**src/rtl/prog_tick_counter.sv**
```systemverilog
// Programmable-prescaler tick counter: a single-cycle clock-enable steps a WIDTH-bit
// up/down counter with wrap, saturate and one-shot terminal behaviour.
module prog_tick_counter #(
  parameter int                 WIDTH       = 4,
  parameter int                 DIV_WIDTH   = 24,
  parameter logic [WIDTH-1:0]   RESET_VALUE = {WIDTH{1'b1}}
) (
  input  logic                 clk,
  input  logic                 reset,
  input  logic                 en,
  input  logic [DIV_WIDTH-1:0] div_limit,
  input  logic                 dir,
  input  logic [1:0]           mode,
  input  logic                 load,
  input  logic [WIDTH-1:0]     load_value,
  output logic [WIDTH-1:0]     count,
  output logic                 tick,
  output logic                 tc,
  output logic                 done
);

  localparam logic [1:0] MODE_SAT  = 2'b01;
  localparam logic [1:0] MODE_ONE  = 2'b10;

  logic [DIV_WIDTH-1:0] presc_q, presc_d;
  logic [WIDTH-1:0]     count_q, count_d;
  logic                 tick_q, tick_d;
  logic                 tc_q, tc_d;
  logic                 done_q, done_d;

  logic                 fire;
  logic [WIDTH-1:0]     term_value;
  logic                 at_term;

  // >= rather than == so a lowered limit takes effect at once instead of wrapping.
  assign fire       = en && (presc_q >= div_limit);
  assign term_value = dir ? {WIDTH{1'b1}} : {WIDTH{1'b0}};
  assign at_term    = (count_q == term_value);

  always_comb begin
    presc_d = presc_q;
    count_d = count_q;
    tick_d  = 1'b0;
    tc_d    = 1'b0;
    done_d  = done_q;

    if (load) begin
      count_d = load_value;
      presc_d = '0;
      done_d  = 1'b0;
    end else if (fire) begin
      presc_d = '0;
      tick_d  = 1'b1;
      if (!done_q) begin
        if (!at_term) begin
          count_d = dir ? count_q + 1'b1 : count_q - 1'b1;
        end else begin
          tc_d = 1'b1;
          case (mode)
            MODE_SAT: count_d = count_q;
            MODE_ONE: done_d  = 1'b1;
            default:  count_d = dir ? {WIDTH{1'b0}} : {WIDTH{1'b1}};
          endcase
        end
      end
    end else if (en) begin
      presc_d = presc_q + 1'b1;
    end
  end

  always_ff @(posedge clk) begin
    if (!reset) begin
      presc_q <= '0;
      count_q <= RESET_VALUE;
      tick_q  <= 1'b0;
      tc_q    <= 1'b0;
      done_q  <= 1'b0;
    end else begin
      presc_q <= presc_d;
      count_q <= count_d;
      tick_q  <= tick_d;
      tc_q    <= tc_d;
      done_q  <= done_d;
    end
  end

  assign count = count_q;
  assign tick  = tick_q;
  assign tc    = tc_q;
  assign done  = done_q;

endmodule

```
**config.mk**
```make
export PLATFORM = sky130hd
export DESIGN_NAME = prog_tick_counter
export DESIGN_NICKNAME = d
export VERILOG_FILES = /design/src/rtl/prog_tick_counter.sv
export SDC_FILE = /design/constraint.sdc
export NUM_CORES = 1
export LEC_CHECK = 0
export ABC_AREA = 1
export BUFFER_PORTS_ARGS = -buffer_cell sky130_fd_sc_hd__buf_4
export CAP_MARGIN = 10
export CORE_ASPECT_RATIO = 0.9
export CORE_MARGIN = 3
export CORE_UTILIZATION = 40
export CTS_CLUSTER_DIAMETER = 60
export DETAILED_ROUTE_END_ITERATION = 10
export SLEW_MARGIN = 20
export SYNTH_ARGS = -nofsm -noshare
export SYNTH_HDL_FRONTEND = slang
export SYNTH_SLANG_ARGS = --single-unit
export TNS_END_PERCENT = 50
```
**constraint.sdc**
```tcl
create_clock -name clk -period 2.35 [get_ports clk]
set_input_delay 0.3525 -clock clk [delete_from_list [all_inputs] [get_ports clk]]
set_output_delay 0.3525 -clock clk [all_outputs]
set_load 0.1 [all_outputs]
```
==> impl_metrics.ini <==
[outcome]
status = completed

[sta]
final.period_utilization = 0.8330
fmax_ghz = 0.5109
relSlewSlack = 0.8047
finalSetupViolCount = 0
skew_ns = 0.009193
slew_viol_final = 0
hold_viol = 0
rsz0062_at_grt = false
min_period_ns = 1.958
holdWs_ns = 0.3026
tightest_slew_ns = 0.2908
setup_tns_ns = 0

[synth]
synth.area.top_cells = dfxtp_1, ha_1, nand2_1
ys_warn_count = 0
syn_area_um2 = 2272
synth_most_common_cell = nand2_1
synthCells = 326
synth-main-ff-cell = dfxtp_1
netlist.area_leader.share = 0.2731
syn_nets = 390
ys_async_sr_fraction = 0
yosysUniqueCellTypes = 25
yosysTopAreaCell = dfxtp_1
synth_common_cells = nand2_1, inv_1, nor2_1
synth_seq_area_share = 0.2731
synth-edff-count = 0
synth_seq_cells = 31
avgSynthCellArea_um2 = 6.970

[routing]
wl_per_cell_um = 10.49
finalWirelength_mm = 4.605
drt_pass1_iterations = 4
drt_iter0_markers = 89
drc = 0
drtAntennaViolNets = 0
vias = 1985
via_per_inst = 4.522

[worst_setup_path]
crit_type = flip-flop to flip-flop
rrSetupSlack_ns = 0.39
timing.rr.start = presc_q[9]
startpoint = presc_q[9]
slowest_delay_ns = 0.46
r2r.worst_path.cells = 12
path_common_cell = nand2_1
crit_required_ns = 2.55
cp-end-kind = flip-flop
r2r_end = presc_q[17]
critical_path_arrival_ns = 2.15
critical-path-slowest-cell = dfxtp_1
cp_max_fo = 24
cp-start-kind = flip-flop
crit_path_cell_trace = ha_1 > nand2_1 > nand2_1 > nand3_1 > nand2_1 > nand2_1 > nand2_1 > nor2_1 > nand2_2 > nand2_2 > nand2_4 > nor3b_1

[power]
p_sw_frac = 0.2893
p_per_area_nw_per_um2 = 425.3
p_leak_nw = 1.366
p_comb_frac = 0.186
seq_power_share = 0.468
p_int_uw = 822.2
switching_power_uw = 334.8
clockPowerShare = 0.345
irDropWorstVdd_v = 0.0002905
finalPower_mw = 1.157

[die]
dieArea_um2 = 6622
placementRows = 25
core_region_area_um2 = 5380
initial_core_util = 0.4223
io_pins = 42
die_y_um = 77.50
die_w_um = 85.45

[clock_tree]
ctsResizeCount = 0
cts-root-buf = clkbuf_8
cts_made_buffers = 5
clockBufferDepth = 2
cts.sinks = 31
cts.clk_slew.worst_paths_ns = 0.07
cts-hold-fix-buffers = 0
htreeDepth = 2
clk_latency_ns = 0.28
cts_setup_buffers = 0
tritoncts = done

[hold_path]
min_path_type = input port to flip-flop
holdPathStages = 2
min_to = count[0]
hold_path.startpoint = reset

[global_route]
antenna_found_initial = 0
grt_pass1_vias = 1924
grt_use_total = 0.1526
grt_max_degree = 25
grt_pass1_wl_mm = 8.342
grt-ovfl-total = 0

[final_layout]
area_delta_synth_final_pct = 19.71
seq_area_um2 = 620.6
diodes = 0
fillCellCount = 558
final_layout_size_suffix_gt1_frac = 0.1774
multi_input_area_um2 = 1425
final_net_count = 435

[flow_run]
maxCapViolCount = 0

[placed_design]
dp_hpwl_mm = 3.723
place.gp.congestion = 0.8310
portBuffers = 41
[placed cells by master (no fill, tap or decap)]
master	count
buf_4	41
nor3_4	1
inv_1	52
fa_1	1
nand3_1	18
nor3_1	4
nor3b_1	2
nand2_4	1
nand4_1	4
dfxtp_1	31
clkinv_2	3
nand2_2	4
a21oi_1	12
xnor2_1	5
clkinv_1	1
o21ai_0	4
clkbuf_8	5
nand3_2	3
nor3_2	3
xor2_1	17
nor2_2	5
nand2_1	80
nand3b_1	2
nor2_1	44
ha_1	28
o21a_1	1
[stage by stage]
stage          instance area [um2]  std cells  setup WS (ns)  utilization
2_1_floorplan                 2272        326         0.1476            -
3_3_place_gp                  2636        431         0.3580       0.4900
3_5_place_dp                  2636        431         0.3206       0.4900
4_1_cts                       2720        439         0.3623       0.5056
5_1_grt                       2720        439        0.09816       0.5056
6_report                      2720        439         0.3925       0.5056
[critical path, delay by kind of cell, from the launching register on]
kind,cells,cell delay [ns]
and+or+nand+nor,11,1.10
DFF,1,0.46
adders and majority gates,1,0.29
[power groups by stage]
stage                     logic [mW]  clock network, mW  registers, mW
final                          0.215              0.400          0.542
after CTS                      0.218              0.410          0.542
after detailed placement       0.217                  0          0.554
after global routing           0.244              0.441          0.543
after floorplan                0.103                  0          0.595
after global placement         0.213                  0          0.554
[cell type report]
type	count	share of cell area
Clock inverter	3	0.005520
Multi-Input combinational cell	239	0.5239
Timing Repair Buffer	41	0.1132
Tap cell	67	0.03082
Inverter	53	0.07314
Sequential cell	31	0.2282
Clock buffer	5	0.02530
[registers in the layout (all words and copies together) (netlist names)]
register,flops
count,4
done,1
presc_q,24
tc,1
tick,1
[logic make-up (layout without fill, tap and decap cells)]
logic type      Yosys count  count (layout)  synth area share
compound gates           17              17           0.03855
simple gates            171             171            0.3409
xor+xnor                 22              22           0.08480
buf+inv                  56             102           0.09967
fa+ha+maj                29              29            0.1630
flops                    31              31            0.2731
[layer usage]
metal / up-vias / share of wire / GRT usage
met5: - / 0 / 0
met4: 0 / 0.014 / 0.03956
met3: 10 / 0.059 / 0.04352
met2: 44 / 0.42 / 0.2352
met1: 823 / 0.51 / 0.2087
li1: 1108 / - / -
[how the worst max path moves through the flow]
stage / to / cells past startpoint
finish: presc_q[17] / 12
global route: presc_q[17] / 12
CTS: presc_q[17] / 12
detailed placement: presc_q[17] / 12
global placement: count[2] / 12
floorplan: count[0] / 10
(Power assumes the default switching activity.)
